===== src/rtl/uart_atlantix_pkg.sv =====
// uart_atlantix_pkg: shared FSM encoding and framing constants for the Atlantix UART pair
package uart_atlantix_pkg;
   typedef enum logic [5:0] {
      IDLE   = 6'b000001,
      START  = 6'b000010,
      DATA   = 6'b000100,
      PARITY = 6'b001000,
      STOP   = 6'b010000,
      DONE   = 6'b100000
   } tx_state_t;
   localparam int   UART_DATA_BITS = 8;
   localparam logic UART_START_LVL = 1'b0;
   localparam logic UART_STOP_LVL  = 1'b1;
endpackage


===== src/rtl/uart_baud_tick_atlantix.sv =====
// uart_baud_tick_atlantix: bit-period counter producing a one-cycle tick every MCLKS_PER_BIT cycles
//   MCLK      in  system clock
//   HRST_N    in  synchronous active-low reset
//   i_CLEAR   in  restart the bit period (frame accept)
//   i_ENABLE  in  count while a frame is on the line
//   o_TICK    out one-cycle strobe at terminal count MCLKS_PER_BIT-1
module uart_baud_tick_atlantix #(
   parameter int MCLKS_PER_BIT = 434
) (
   input  logic MCLK,
   input  logic HRST_N,
   input  logic i_CLEAR,
   input  logic i_ENABLE,
   output logic o_TICK
);
   localparam int W = (MCLKS_PER_BIT > 1) ? $clog2(MCLKS_PER_BIT) : 1;
   localparam logic [W-1:0] LAST = W'(MCLKS_PER_BIT - 1);
   logic [W-1:0] cnt;
   assign o_TICK = i_ENABLE & (cnt == LAST);
   always_ff @(posedge MCLK) begin
      if (!HRST_N || i_CLEAR || o_TICK) cnt <= '0;
      else if (i_ENABLE) cnt <= cnt + W'(1);
   end
endmodule


===== src/rtl/uart_tx_atlantix.sv =====
// uart_tx_atlantix: Atlantix UART transmitter, 8 data bits LSB-first, 1 stop bit, optional even parity
//   MCLK     in  system clock (100 MHz)
//   HRST_N   in  synchronous active-low reset
//   i_DATA   in  byte to send, sampled on accept
//   i_VALID  in  send request
//   o_READY  out idle and out of reset; accept = i_VALID & o_READY
//   o_TXD    out registered serial line, idles high
//   o_BUSY   out frame on the line (start..stop)
//   o_DONE   out one-cycle pulse after the stop bit
// Build option: define UART_TX_PARITY_EN to insert an even-parity bit after the data bits.
module uart_tx_atlantix
   import uart_atlantix_pkg::*;
#(
   parameter int MCLKS_PER_BIT = 434
) (
   input  logic       MCLK,
   input  logic       HRST_N,
   input  logic [7:0] i_DATA,
   input  logic       i_VALID,
   output logic       o_READY,
   output logic       o_TXD,
   output logic       o_BUSY,
   output logic       o_DONE
);
   localparam logic [2:0] LAST_BIT = 3'(UART_DATA_BITS - 1);
   tx_state_t state, state_nx;
   logic [UART_DATA_BITS-1:0] shreg, shreg_nx;
   logic [2:0] bitcnt, bitcnt_nx;
   logic txd, txd_nx, accept, tick;
`ifdef UART_TX_PARITY_EN
   logic par;
`endif
   assign o_READY = (state == IDLE) & HRST_N;
   assign accept  = i_VALID & o_READY;
   assign o_BUSY  = (state == START) | (state == DATA) | (state == PARITY) | (state == STOP);
   assign o_DONE  = state == DONE;
   assign o_TXD   = txd;
   uart_baud_tick_atlantix #(.MCLKS_PER_BIT(MCLKS_PER_BIT)) u_tick (
      .MCLK    (MCLK),
      .HRST_N  (HRST_N),
      .i_CLEAR (accept),
      .i_ENABLE(o_BUSY),
      .o_TICK  (tick)
   );
   always_comb begin
      state_nx  = state;
      shreg_nx  = shreg;
      bitcnt_nx = bitcnt;
      case (state)
         IDLE: if (accept) begin
            state_nx  = START;
            shreg_nx  = i_DATA;
            bitcnt_nx = '0;
         end
         START: if (tick) state_nx = DATA;
         DATA: if (tick) begin
            shreg_nx  = shreg >> 1;
            bitcnt_nx = bitcnt + 3'd1;
`ifdef UART_TX_PARITY_EN
            if (bitcnt == LAST_BIT) state_nx = PARITY;
`else
            if (bitcnt == LAST_BIT) state_nx = STOP;
`endif
         end
`ifdef UART_TX_PARITY_EN
         PARITY: if (tick) state_nx = STOP;
`endif
         STOP: if (tick) state_nx = DONE;
         default: state_nx = IDLE;
      endcase
      // line level is registered from the next state so it changes together with the state
      txd_nx = (state_nx == START) ? UART_START_LVL :
               (state_nx == DATA)  ? shreg_nx[0]    : UART_STOP_LVL;
`ifdef UART_TX_PARITY_EN
      if (state_nx == PARITY) txd_nx = par;
`endif
   end
   always_ff @(posedge MCLK) begin
      if (!HRST_N) begin
         state  <= IDLE;
         shreg  <= '0;
         bitcnt <= '0;
         txd    <= UART_STOP_LVL;
      end else begin
         state  <= state_nx;
         shreg  <= shreg_nx;
         bitcnt <= bitcnt_nx;
         txd    <= txd_nx;
      end
   end
`ifdef UART_TX_PARITY_EN
   always_ff @(posedge MCLK) begin
      if (!HRST_N) par <= 1'b0;
      else if (accept) par <= ^i_DATA;
   end
`endif
endmodule

===== config.mk =====
export PLATFORM = sky130hd
export DESIGN_NAME = uart_tx_atlantix
export DESIGN_NICKNAME = d
export VERILOG_FILES = /design/src/rtl/uart_atlantix_pkg.sv /design/src/rtl/uart_baud_tick_atlantix.sv /design/src/rtl/uart_tx_atlantix.sv
export SDC_FILE = /design/constraint.sdc
export NUM_CORES = 1
export LEC_CHECK = 0
export ABC_AREA = 0
export CORE_MARGIN = 2
export CORE_UTILIZATION = 45
export DETAILED_ROUTE_END_ITERATION = 6
export PLACE_DENSITY = 0.67
export SYNTH_ARGS = -nofsm -noshare
export SYNTH_HDL_FRONTEND = slang
export SYNTH_SLANG_ARGS = --single-unit

===== constraint.sdc =====
create_clock -name MCLK -period 2.5 [get_ports MCLK]
set_clock_uncertainty 0.2 [all_clocks]
set_input_delay 0.25 -clock MCLK [delete_from_list [all_inputs] [get_ports MCLK]]
set_output_delay 0.25 -clock MCLK [all_outputs]
set_load 0.05 [all_outputs]

**Word-level counts from Yosys, hierarchy flattened**

Index checks and enable logic that the tools add are counted.

- $add $sub $neg: 2
- Multipliers: 0
- Divide/modulo/power cells: 0
- Magnitude comparators: 0
- Equal/unequal tests: 12
- Shift-type cells: 0
- Multiplexer cells: 14
- Bitwise logic cells: 6
- Reductions and logical operators: 5

Operators by type and width:

| cell | number |
|---|---|
| $mux 6 | 5 |
| $pmux 6 s4 | 1 |
| $mux 8 | 2 |
| $pmux 8 s2 | 1 |
| $eq 6x2->1 const B | 2 |
| $eq 6x3->1 const B | 2 |
| $add 9x1->9 const B | 1 |
| $eq 9x9->1 const B | 1 |
| $eq 6x1->1 const B | 1 |
| $eq 6x4->1 const B | 1 |
| $eq 6x5->1 const B | 1 |
| $eq 6x6->1 const B | 1 |
| $mux 3 | 2 |
| $pmux 3 s2 | 1 |
| $ne 2x1->1 const B | 2 |
| $add 3x1->3 const B | 1 |
| $and 1x1->1 | 3 |
| $eq 3x3->1 const B | 1 |
| $or 1x1->1 | 3 |
| $reduce_and 3->1 | 1 |
| $logic_or 1x1->1 | 2 |
| $mux 1 | 2 |
| $reduce_bool 2->1 | 1 |
| $logic_not 1->1 | 1 |

- Register bits: 27
- Bits in latches: 0
- Memory bits (writable): 0
- Bits in read-only memories: 0
- Bits of input ports: 11
- Memories: 0

**Depth between registers and ports, before layout**

Gate-level depths: netlist of the first run.

- Depth in word-level cells: 10
- Mapped depth: 8

**Modules after synthesis**

From an unflattened synthesis of the first run, not the netlist that was laid out.

- Cells, all modules: 156
- Area total of the unflattened synthesis: 1391.3 um2

By module, submodules not included:

| module | times used | cells each | area each (um2) | seq. area each (um2) |
|---|---|---|---|---|
| uart_tx_atlantix | 1 | 102 | 920.9 | 360.3 |
| uart_baud_tick_atlantix | 1 | 54 | 470.5 | 180.2 |

**Worst setup path before layout of the first run**

No wires, ideal clock.

- Path kind: reg-to-output
- Start point: register state[1]
- End point: output o_DONE
- Data arrival time: 2.007 ns
- Required time: 2.050 ns
- Path slack: 0.043 ns
- Stages on the path, launching flop included: 4
- Cells stage by stage: dfxtp_1 > nor2_1 > nand2_1 > nor4_1

- Longest elaborated chain between the ends: 1

RTL lines:

| what | line | RTL |
|---|---|---|
| start: declaration | uart_tx_atlantix.sv:26 | `tx_state_t state, state_nx;` |
| start signal: assignment | uart_tx_atlantix.sv:85 | `state <= state_nx;` |
| $eq 6x6->1 | uart_tx_atlantix.sv:36 | `assign o_DONE = state == DONE;` |
| end: declaration | uart_tx_atlantix.sv:23 | `output logic o_DONE` |

Every way passes these cells.

**Final worst setup path of the first run**

- Start point: register state[1]
- End point: output o_BUSY

- Longest elaborated chain between the ends: 4
- Elaborated cells on any way between the ends: 7
- Classes of those cells: 4 x eq/ne; 3 x bitwise

RTL lines:

| what | line | RTL |
|---|---|---|
| $eq 6x2->1 / $eq 6x3->1 (equally long branches) | uart_tx_atlantix.sv:35 | `assign o_BUSY = (state == START) \| (state == DATA) \| (state == PARITY) \| (state == STOP);` |
| $or 1x1->1 (2 in a row) | uart_tx_atlantix.sv:35 |  |
| $or 1x1->1 (*) | uart_tx_atlantix.sv:35 |  |
| end: declaration | uart_tx_atlantix.sv:22 | `output logic o_BUSY,` |

Mark *: on every way between the ends. The rest lies on a longest branch, timed or not.

==> impl_table.tex, run 1 <==
\begin{tabular}{lr}
\hline
Metric & Value \\
\hline
\multicolumn{2}{l}{\textbf{Critical path}} \\
\quad Start-to-end type of the worst setup path & reg -> out \\
\quad Crit path depth & 4 \\
\quad Cell depth of the worst flop-to-flop path & 5 \\
\quad Largest delay contributor family on the critical path & simple AND/OR/NAND/NOR gates \\
\quad Type of element launching the critical path & flop \\
\quad Crit path required time & just over 2000 ps \\
\quad Critical Path AT & roughly 1900 ps \\
\quad Slowest CP cell & or4b\_1 \\
\quad Crit end category & primary output \\
\quad Max stage delay on crit path & approximately 570 ps \\
\quad Largest fanout of any net on the critical path & 9 \\
\quad Critical path cell sequence & or4b\_1, o311a\_2, nor2\_4, buf\_12 \\
\quad Bufs and invs on worst path & 1 \\
\multicolumn{2}{l}{\textbf{Logic synthesis}} \\
\quad Mapped Area & 1453 um2 \\
\quad Mapped Avg Cell Area & 9.079 um2 \\
\quad Post-synthesis share of cell area spent on full adders, half adders and majority gates & between 3 and 4\% \\
\quad Syn. warnings & 0 \\
\quad Post-Syn Instances & 160 \\
\quad Fraction of registers with async set or reset after synthesis & 0\% \\
\quad Post-Synth Simple-Gate Area & between 20\% and 30\% \\
\quad Area fraction in compound gates after synthesis & approximately 17\% \\
\quad Number of distinct library cells after synthesis & 46 \\
\quad Most used DFF post-synth & dfxtp\_1 \\
\quad Number of flip-flops and latches in the synthesized netlist & 27 \\
\quad Parity-gate share of the synthesized area counting xor and xnor cells & around 6.0\% \\
\quad Share of cell area taken by muxes after synthesis & approximately 1.7\% \\
\quad Dominant combinational cell family by area after synthesis & simple AND/OR/NAND/NOR gates \\
\quad Number of enable flip-flop cells after synthesis & 0 \\
\quad Total nets after synthesis & 175 \\
\quad Sequential element share of the synthesized area & 37.21\% \\
\multicolumn{2}{l}{\textbf{Clock tree}} \\
\quad Later-pin clock latency in the skew report & between 300 and 400 ps \\
\quad CTS H-tree lvls & 1 \\
\quad Clk pin slew, worst setup/hold paths & 150 ps \\
\quad \# Post-CTS Setup Buffers & 0 \\
\quad Number of buffers created by CTS & 3 \\
\quad Clock tree from TritonCTS & yes \\
\quad Largest buffer count on any clock path & 2 \\
\quad Post-CTS Hold Buffers & 0 \\
\quad Root Buffer & clkbuf\_4 \\
\quad TritonCTS sink count & 27 \\
\multicolumn{2}{l}{\textbf{Hold path}} \\
\quad Path class of the lowest-slack min-delay path & reg -> reg \\
\quad Number of stages on the worst hold path & 2 \\
\multicolumn{2}{l}{\textbf{Floorplan}} \\
\quad Die extent in x & just over 60 um \\
\quad Ports placed on the boundary & 15 \\
\quad Initial Util & between 40 and 50\% \\
\quad Die outline area & about 3700 um2 \\
\quad Area of the placeable core & $\sim$3100 um2 \\
\quad Std cell rows & 20 \\
\quad Die span in y & 60.82 um \\
\multicolumn{2}{l}{\textbf{Route}} \\
\quad Routed length per placed instance & 13.28 um \\
\quad Number of vias per cell after detailed routing & between 5 and 6 \\
\quad Uppermost layer routed & met4 \\
\quad Met2 routed wirelength & around 1400 um \\
\quad Sum of routed wire length over all layers & between 2000 and 3000 um \\
\quad First-pass DRT Iterations & 4 \\
\quad Post-detailed-route count of antenna-violating nets & 0 \\
\quad Met1 layer wirelength in the final routing & 1431 um \\
\quad Remaining routing DRC violations & 0 \\
\quad Met3 wire length & just over 100 um \\
\quad Vias & approximately 1200 \\
\quad Violation count after the first detailed-routing iteration & 47 \\
\multicolumn{2}{l}{\textbf{Global route}} \\
\quad Initial antenna violation count & 0 \\
\quad Number of global-route vias before repair & around 1200 \\
\quad Gr usage total & a little under a fifth \\
\quad Maximum number of pins on one net before global-route repair & 17 \\
\quad Global-route wire length before repair & between 5000 and 6000 um \\
\quad GRT overflow & 0 \\
\multicolumn{2}{l}{\textbf{Final layout}} \\
\quad Leading cell type in the layout, fill and taps excluded & dfxtp\_1 \\
\quad Fraction of layout instances using a drive strength above 1 & $\sim$16\% \\
\quad Filler instances & $\sim$310 \\
\quad Highest-count cells in the layout ignoring fill and taps & 25 x dfxtp\_1, 18 x nand2\_1, 15 x nor2\_1 \\
\quad Multi-input logic area & between 800 and 900 um2 \\
\quad \# diodes & 0 \\
\quad Reg area & 543.0 um2 \\
\quad Area Overhead vs Synth & 17.57\% \\
\quad Final layout net count & around 190 \\
\multicolumn{2}{l}{\textbf{Place}} \\
\quad Global placement routability congestion & roughly 0.89 \\
\quad Place WS & 169.2 ps \\
\quad Number of input and output port buffers inserted & 14 \\
\quad HPWL Detailed & between 2000 and 2500 um \\
\multicolumn{2}{l}{\textbf{Power and ir drop}} \\
\quad Reg power frac & slightly below 60\% \\
\quad Static leakage & roughly 0.6 nW \\
\quad Switching share of power & around 28\% \\
\quad Design internal power & about 570 uW \\
\quad Areal power density over the cells & between 400 and 500 nW/um2 \\
\quad Peak supply drop & 0.2606 mV \\
\quad Relative contribution of combinational cells to total power & 17.7\% \\
\quad Clock share of power & roughly a quarter \\
\quad Net Switching & roughly 220 uW \\
\multicolumn{2}{l}{\textbf{STA}} \\
\quad Crit share post-route & slightly above 90\% \\
\quad Minimum clock period after layout & around 2300 ps \\
\quad Hold Fails Final Rpt & 0 \\
\quad Setup repair after global routing missed its margin & no \\
\quad Post-route worst setup slack & approximately 160 ps \\
\quad Least-Margin Pin Slew & roughly 580 ps \\
\quad Rel. slew slack & about three fifths \\
\quad Total negative slack for setup checks & 0 ps \\
\quad Count of final setup violators & 0 \\
\quad Max Slew Vio Count & 0 \\
\quad Achievable clock frequency & approximately 430 MHz \\
\quad Worst-case hold slack & between 200 and 300 ps \\
\multicolumn{2}{l}{\textbf{Run status}} \\
\quad Result of the run & finished clean \\
\multicolumn{2}{l}{\textbf{Run}} \\
\quad Max-capacitance violation count & 0 \\
\hline
\end{tabular}
## sequential cells by signal (all words and copies together) (netlist names)
register    cells
shreg           8
state           6
o_TXD           1
u_tick.cnt      9
bitcnt          3
## tightest hold or removal path, cell delays in order, from the launching register on
cell and delay (ps):
dfxtp_1 340, nand2_1 50, a21boi_1 50
## repair_timing
action | in CTS | in global routing
pin swaps | 0 | 0
endpoints found under the hold margin | 0 | 0
cloned | 0 | 0
resized for setup | 2 | 3
endpoints found under the setup margin | 2 | 2
## cell type report
type | instances | share of cell area (%)
Multi-Input combinational cell | 122 | 49.74
Sequential cell | 27 | 31.79
Timing Repair Buffer | 22 | 12.82
Tap cell | 44 | 3.223
Clock buffer | 3 | 1.319
Inverter | 3 | 0.6593
Clock inverter | 1 | 0.4396
## cell usage after synthesis (2+ instances only)
library cell / n / share of area, %
nand3_1: 3 / 1.0
o211ai_1: 4 / 2.1
nor3_1: 2 / 0.69
or2_2: 2 / 0.86
nand4_1: 4 / 1.7
xnor2_1: 5 / 3.0
or4b_1: 2 / 1.4
dfxtp_1: 27 / 37
a21boi_0: 7 / 3.6
a22oi_1: 6 / 3.1
nor4_4: 2 / 2.9
and3_1: 4 / 1.7
nor2b_1: 4 / 1.7
nand2_1: 18 / 4.7
buf_2: 2 / 0.69
nor4_1: 4 / 1.7
o21a_1: 2 / 1.0
ha_1: 4 / 3.4
buf_6: 2 / 1.6
nor3b_1: 2 / 1.0
a211oi_1: 2 / 1.0
nor2_1: 16 / 4.1
inv_1: 3 / 0.78
a21boi_1: 2 / 1.0
xor2_1: 5 / 3.0
buf_4: 3 / 1.6
o21ai_0: 2 / 0.69
a21oi_1: 3 / 1.0
## metrics by stage
stage               total power [mW]  cells  utilization (%)  instance area (um2)
global placement              0.6009    218            54.67                 1669
CTS                           0.7997    222            55.70                 1700
global route                  0.8405    222            55.94                 1708
finish                        0.7939    222            55.94                 1708
detailed placement            0.6056    218            54.67                 1669
floorplan                     0.5542    160                -                 1453
## metal layers
| metal | vias to the layer above | track usage [%] |
|---|---|---|
| met1 | 556 | 24.97 |
| met5 | - | 0 |
| met3 | 2 | 2.132 |
| met4 | 0 | 6.522 |
| met2 | 20 | 29.80 |
| li1 | 619 | - |
## path summary, 6_finish.rpt
path,start,endpoint,slack [ps]
max,state[1],o_BUSY,160
min,bitcnt[1],bitcnt[1],270
max reg2reg,state[1],o_TXD,170
min reg2reg,bitcnt[1],bitcnt[1],270
## power groups by stage
stage,registers [mW],logic (mW),clock network [mW]
after floorplan,0.466,0.0883,0
after global placement,0.468,0.133,0
after detailed placement,0.469,0.137,0
after CTS,0.460,0.138,0.202
after global routing,0.463,0.153,0.224
final,0.460,0.140,0.193
## logic make-up after synthesis
group	Yosys count
AND/OR/NAND/NOR	72
other	1
multiplexers	2
adder cells (fa/ha/maj)	4
flip-flops	27
AO/OA/AOI/OAI	33
XOR/XNOR	10
buffers and inverters	11
Power figures use the tool's default switching activity.
==> run 2: changes to the inputs <==
- GPL_ROUTABILITY_DRIVEN: unset -> 0
==> results of run 2 <==
No change in the layout: final DEF, timing and power equal those of run 1.
==> patch 1: new RTL, settings of run 1 <==
`shreg` no longer has a reset.
--- a/src/rtl/uart_tx_atlantix.sv
+++ b/src/rtl/uart_tx_atlantix.sv
@@ -78,15 +78,17 @@
    always_ff @(posedge MCLK) begin
       if (!HRST_N) begin
          state  <= IDLE;
-         shreg  <= '0;
          bitcnt <= '0;
          txd    <= UART_STOP_LVL;
       end else begin
          state  <= state_nx;
-         shreg  <= shreg_nx;
          bitcnt <= bitcnt_nx;
          txd    <= txd_nx;
       end
+   end
+
+   always_ff @(posedge MCLK) begin
+      shreg <= shreg_nx;
    end
 `ifdef UART_TX_PARITY_EN
    always_ff @(posedge MCLK) begin
Behaviour: same outputs for any inputs over 10 cycles, from zero or initial values and one cycle with HRST_N low; that may be too few to reach the edited logic, so the function may still have changed.
==> patch 1 against run 1 <==
  * Synthesized cell count is 9.4% lower
  * Design area rose by 2.3%
  * Setup slack got worse by 0.078 ns
  * Count of clock-buffer cells in the layout unchanged
  * Sequential cell count did not move
  * Total power fell by 4.4%
  * Synthesized area fell by 0.26%
  * Global-route usage is 0.36 points lower
  * Wire length down 4.8%
==> patch 1: results (changes against run 1) <==
Placement
  – Final estimated routing congestion in global placement: 0.858 (was 0.890)
  – Placed cell areas: 1700 um^2 (was 1670 um^2)

Setup path
  – Slack of the worst reg-to-reg path: 0.11 ns (was 0.17 ns)
  – Crit-path max cell delay: 0.54 ns (was 0.57 ns)
  – Crit-path slowest cell: sky130_fd_sc_hd__or4b_4 (was sky130_fd_sc_hd__or4b_1)

Pwr
  – Highest ir drop seen on vdd: 0.229 mV (was 0.261 mV)
  – Static leakage: 0.000591 uW (was 0.000611 uW)

Detailed routing
  – Met2 routed wirelength: 1430 um (was 1400 um)
  – Via count: 1140 (was 1197)
  – Detailed Route Iter0 Violations: 105 (was 47)
  – Average wire length per cell after detail routing: 13.4 um (was 13.3 um)
  – Met3 wire length: 91 um (was 101 um)
  – Average vias per placed instance: 5.43 (was 5.39)
  – M1 WL: 1250 um (was 1430 um)

Logic synthesis
  – Biggest area contributors in the synthesized netlist: sky130_fd_sc_hd__dfxtp_1, sky130_fd_sc_hd__edfxtp_1, sky130_fd_sc_hd__xnor2_1 (was sky130_fd_sc_hd__dfxtp_1, sky130_fd_sc_hd__nand2_1, sky130_fd_sc_hd__nor2_1)
  – Distinct cell type count of the synthesized netlist: 49 (was 46)
  – Number of nets in the synthesized netlist: 160 (was 175)
  – Adder-Cell Fraction of Synth Area: 3.45% (about the same)
  – Complex-gate fraction of the synthesized area: 14.9% (was 16.9%)
  – Top cell types by occurrence after synthesis: sky130_fd_sc_hd__dfxtp_1, sky130_fd_sc_hd__nor2_1, sky130_fd_sc_hd__nand2_1, sky130_fd_sc_hd__xnor2_1, sky130_fd_sc_hd__edfxtp_1 (was sky130_fd_sc_hd__dfxtp_1, sky130_fd_sc_hd__nand2_1, sky130_fd_sc_hd__nor2_1)
  – Seq/Total Area, Yosys: 42.1% (was 37.2%)

STA
  – Worst-case hold slack: 0.249 ns (was 0.274 ns)
  – Highest achievable clock rate: 414 MHz (was 428 MHz)
  – Measured slew at the worst slew-check pin: 0.583 ns (about the same)

Global route
  – Global-route usage over all layers: 17.9% (was 18.3%)
  – Routing usage on met2: 31.5% (was 29.8%)
  – Global-route track usage on met3: 3.84% (was 2.13%)
  – Global-route wire length before repair: 4900 um (was 5080 um)
  – GR met1 Demand/Resource: 21.5% (was 25.0%)

Worst hold path
  – Hold path endpoint: shreg[0] (was bitcnt[1])

Outcome
  – Outcome: completed (unchanged)

Final layout
  – Fill cell count: 284 (was 308)
  – Fraction of final layout cells with drive strength greater than 1: 24.7% (was 16.3%)
-- patch 1: cells by family after synthesis --
family          after synthesis
compound gates               26
xor+xnor                      9
fa+ha+maj                     4
buf+inv                      13
flops                        27
mux                           2
other cells                   1
simple gates                 63
-- patch 1: final cells by class --
type / instances / area share [%]
well taps: 44 / 3.15
inverters: 4 / 0.859
flip-flops and latches: 27 / 35.0
multi-input cells: 105 / 45.1
clock buffers: 3 / 1.29
clock inverters: 1 / 0.429
repair buffers: 26 / 14.2
-- patch 1: tightest hold or removal path, stage by stage (launching register included) --
cell	delay (ns)
sky130_fd_sc_hd__dfxtp_1	0.34
sky130_fd_sc_hd__nand2_1	0.05
sky130_fd_sc_hd__nand2_1	0.04
-- patch 1: power by group --
group | internal, uW | total, uW | switching [uW]
combinational | 47.9 | 103 | 54.9
sequential | 460 | 467 | 7.88
clock | 61.2 | 189 | 127
total | 569 | 759 | 190
==> patch 2: new RTL, flow settings as in run 1 <==
Made on the original files. Add a define of `UART_TX_PARITY_EN`.
--- a/src/rtl/uart_tx_atlantix.sv
+++ b/src/rtl/uart_tx_atlantix.sv
@@ -8,6 +8,8 @@
 //   o_BUSY   out frame on the line (start..stop)
 //   o_DONE   out one-cycle pulse after the stop bit
 // Build option: define UART_TX_PARITY_EN to insert an even-parity bit after the data bits.
+`define UART_TX_PARITY_EN
+
 module uart_tx_atlantix
    import uart_atlantix_pkg::*;
 #(
Check against the original RTL: no difference found for any inputs over 10 cycles, from zero or initial values and one cycle with HRST_N low; that may be too few to reach the edited logic, so the function may still have changed.
==> patch 2 against run 1 <==
  * Synthesized area up 4.1%
  * Sequential cell count increased by 1
  * Design area rose by 2.9%
  * Critical path type unchanged
  * Setup slack lost 0.020 ns
  * Worst hold slack got worse by 0.0060 ns
  * Largest cell class unchanged
  * Critical endpoint unchanged
  * Wire length increased by 6.5%
  * Fmax down 0.84%
  * Total power fell by 4.6%
==> patch 2: results (changes against run 1) <==
Outcome
  – Outcome: completed (unchanged)

Clocking
  – Maximum buffer depth of the clock tree: 2 (unchanged)
  – Root Buffer: sky130_fd_sc_hd__clkbuf_4 (unchanged)
  – Clock Latency Late Sink: 0.33 ns (about the same)
  – Total clock buffers created by CTS: 3 (unchanged)
  – Number of levels the H-tree was split into: 1 (unchanged)
  – Clock Pin Slew Worst Setup and Hold Paths: 0.14 ns

Detailed routing
  – Detailed Route Iter0 Violations: 111 (was 47)
  – Average vias per placed instance: 5.36 (was 5.39)
  – Average wire length per cell after detail routing: 13.1 um (was 13.3 um)
  – TritonRoute pass-1 iters: 4 (unchanged)

STA
  – Setup Total Neg Slack: 0 ns (unchanged)
  – Max_slew headroom: 61.6% (was 61.0%)

Final layout
  – Final net count: 211 (was 194)
  – Fraction of final layout cells with drive strength greater than 1: 11.9% (was 16.3%)
  – Fill cell count: 331 (was 308)
  – Largest regs: u_tick.cnt x9, shreg x8, state x6 (unchanged)
  – Ant diodes: 0 (unchanged)

Global route
  – Initial antenna violation count: 0 (unchanged)
  – Vias in the first global route: 1185 (was 1190)
  – Global-route usage over all layers: 18.2% (was 18.3%)
  – Global-route wire length before repair: 5310 um (was 5080 um)
  – Pin count of the biggest net entering global routing: 15 (was 17)

Placement
  – DP HPWL: 2380 um (was 2320 um)
  – Final estimated routing congestion in global placement: 0.836 (was 0.890)
  – Count of buffers from port buffering: 14 (unchanged)

Pwr
  – Static leakage: 0.000668 uW (was 0.000611 uW)
  – Highest ir drop seen on vdd: 0.282 mV (was 0.261 mV)

Setup path
  – Worst reg-to-reg path cell count: 7 (was 5)
  – Slack of the worst reg-to-reg path: 0.16 ns
  – Crit-path max cell delay: 0.49 ns (was 0.57 ns)
  – Maximum fanout count along the critical path: 9 (unchanged)
  – Startpoint of the most critical register-to-register path: state[4] (was state[1])
  – Arrival time of data at the critical path endpoint: 1.91 ns (was 1.89 ns)
  – Crit-path slowest cell: sky130_fd_sc_hd__a2111oi_4 (was sky130_fd_sc_hd__or4b_1)
  – Capture point of the worst reg-to-reg path: o_TXD (unchanged)

Logic synthesis
  – Seq/Total Area, Yosys: 37.1% (was 37.2%)
  – Synth async-reset ratio: 0% (unchanged)
  – Distinct cell type count of the synthesized netlist: 39 (was 46)
  – Biggest area contributors in the synthesized netlist: sky130_fd_sc_hd__dfxtp_1, sky130_fd_sc_hd__xnor2_1, sky130_fd_sc_hd__nor2_1 (was sky130_fd_sc_hd__dfxtp_1, sky130_fd_sc_hd__nand2_1, sky130_fd_sc_hd__nor2_1)
  – Top cell types by occurrence after synthesis: sky130_fd_sc_hd__dfxtp_1, sky130_fd_sc_hd__nor2_1, sky130_fd_sc_hd__nand2_1 (was sky130_fd_sc_hd__dfxtp_1, sky130_fd_sc_hd__nand2_1, sky130_fd_sc_hd__nor2_1)
  – Yosys warnings: 0 (unchanged)
  – Number of nets in the synthesized netlist: 194 (was 175)

Worst hold path
  – Hold path endpoint: shreg[1] (was bitcnt[1])
  – Worst Hold Class: reg2reg (unchanged)
  – Instance count along the most critical hold path: 2 (unchanged)
  – Hold path startpoint: shreg[1] (was bitcnt[1])
==> patch 2: where the power goes <==
part | internal [uW] | leakage (uW) | switching, uW
clock network | 56.6 | 0.0000138 | 129
logic | 51.6 | 0.000426 | 53.9
registers | 458 | 0.000228 | 8.30
==> patch 2: worst max-delay path by stage <==
stage / start / to / slack [ns] / cells past startpoint
after detailed placement: state[3] / u_tick.cnt[5] / 0.08 / 8
after CTS: state[3] / o_BUSY / 0.03 / 5
after global placement: u_tick.cnt[0] / o_TXD / 0.1 / 8
after global routing: state[4] / u_tick.cnt[5] / 0.02 / 8
after floorplan: state[2] / u_tick.cnt[8] / 0.30 / 9
final: state[4] / o_BUSY / 0.14 / 5
==> patch 2: logic make-up (layout without fill, tap and decap cells) <==
| logic type | after synthesis | count (layout) | synth area share [%] |
|---|---|---|---|
| simple gates | 76 | 76 | 27.0 |
| buf+inv | 13 | 28 | 4.30 |
| fa+ha+maj | 4 | 4 | 3.31 |
| compound gates | 42 | 42 | 19.0 |
| xor+xnor | 15 | 15 | 8.69 |
| mux | 1 | 1 | 0.662 |
| flops | 28 | 28 | 37.1 |
==> patch 2: cell type report <==
class                      instances  share of cell area (%)
multi-input combinational        138                    50.7
sequential                        28                    32.1
timing repair buffer              22                    12.0
tap                               46                    3.28
clock buffer                       3                    1.28
inverter                           3                   0.641
==> patch 2: repair_timing <==
| item | CTS | global route |
|---|---|---|
| setup endpoints to repair | 0 | 9 |
| setup buffers | 0 | 0 |
| gates resized for setup | 0 | 4 |
==> patch 2: worst max-delay path, delay by kind of cell (launching register included) <==
family          cells  cell delay [ns]
flops               1             0.42
compound gates      1             0.49
simple gates        2             0.31
buf+inv             2             0.35
==> patch 2: through the flow <==
stage	cells	area (um^2)	hold slack (ns)	worst slack [ns]
after floorplan	179	1510	0.211	0.296
after global placement	237	1720	0.245	0.0969
after detailed placement	237	1720	0.250	0.0817
after CTS	240	1750	0.270	0.0308
after global routing	240	1760	0.301	0.0219
final	240	1760	0.268	0.143
==> patch 2: metal layers <==
layer	GRT usage (%)	share of wire (%)	vias up	routed length, um
met3	2.07	3.3	5	104
met5	0	0	-	0
li1	-	-	665	-
met2	28.4	45	22	1430
met4	6.99	1.4	0	43
met1	25.7	50	594	1570
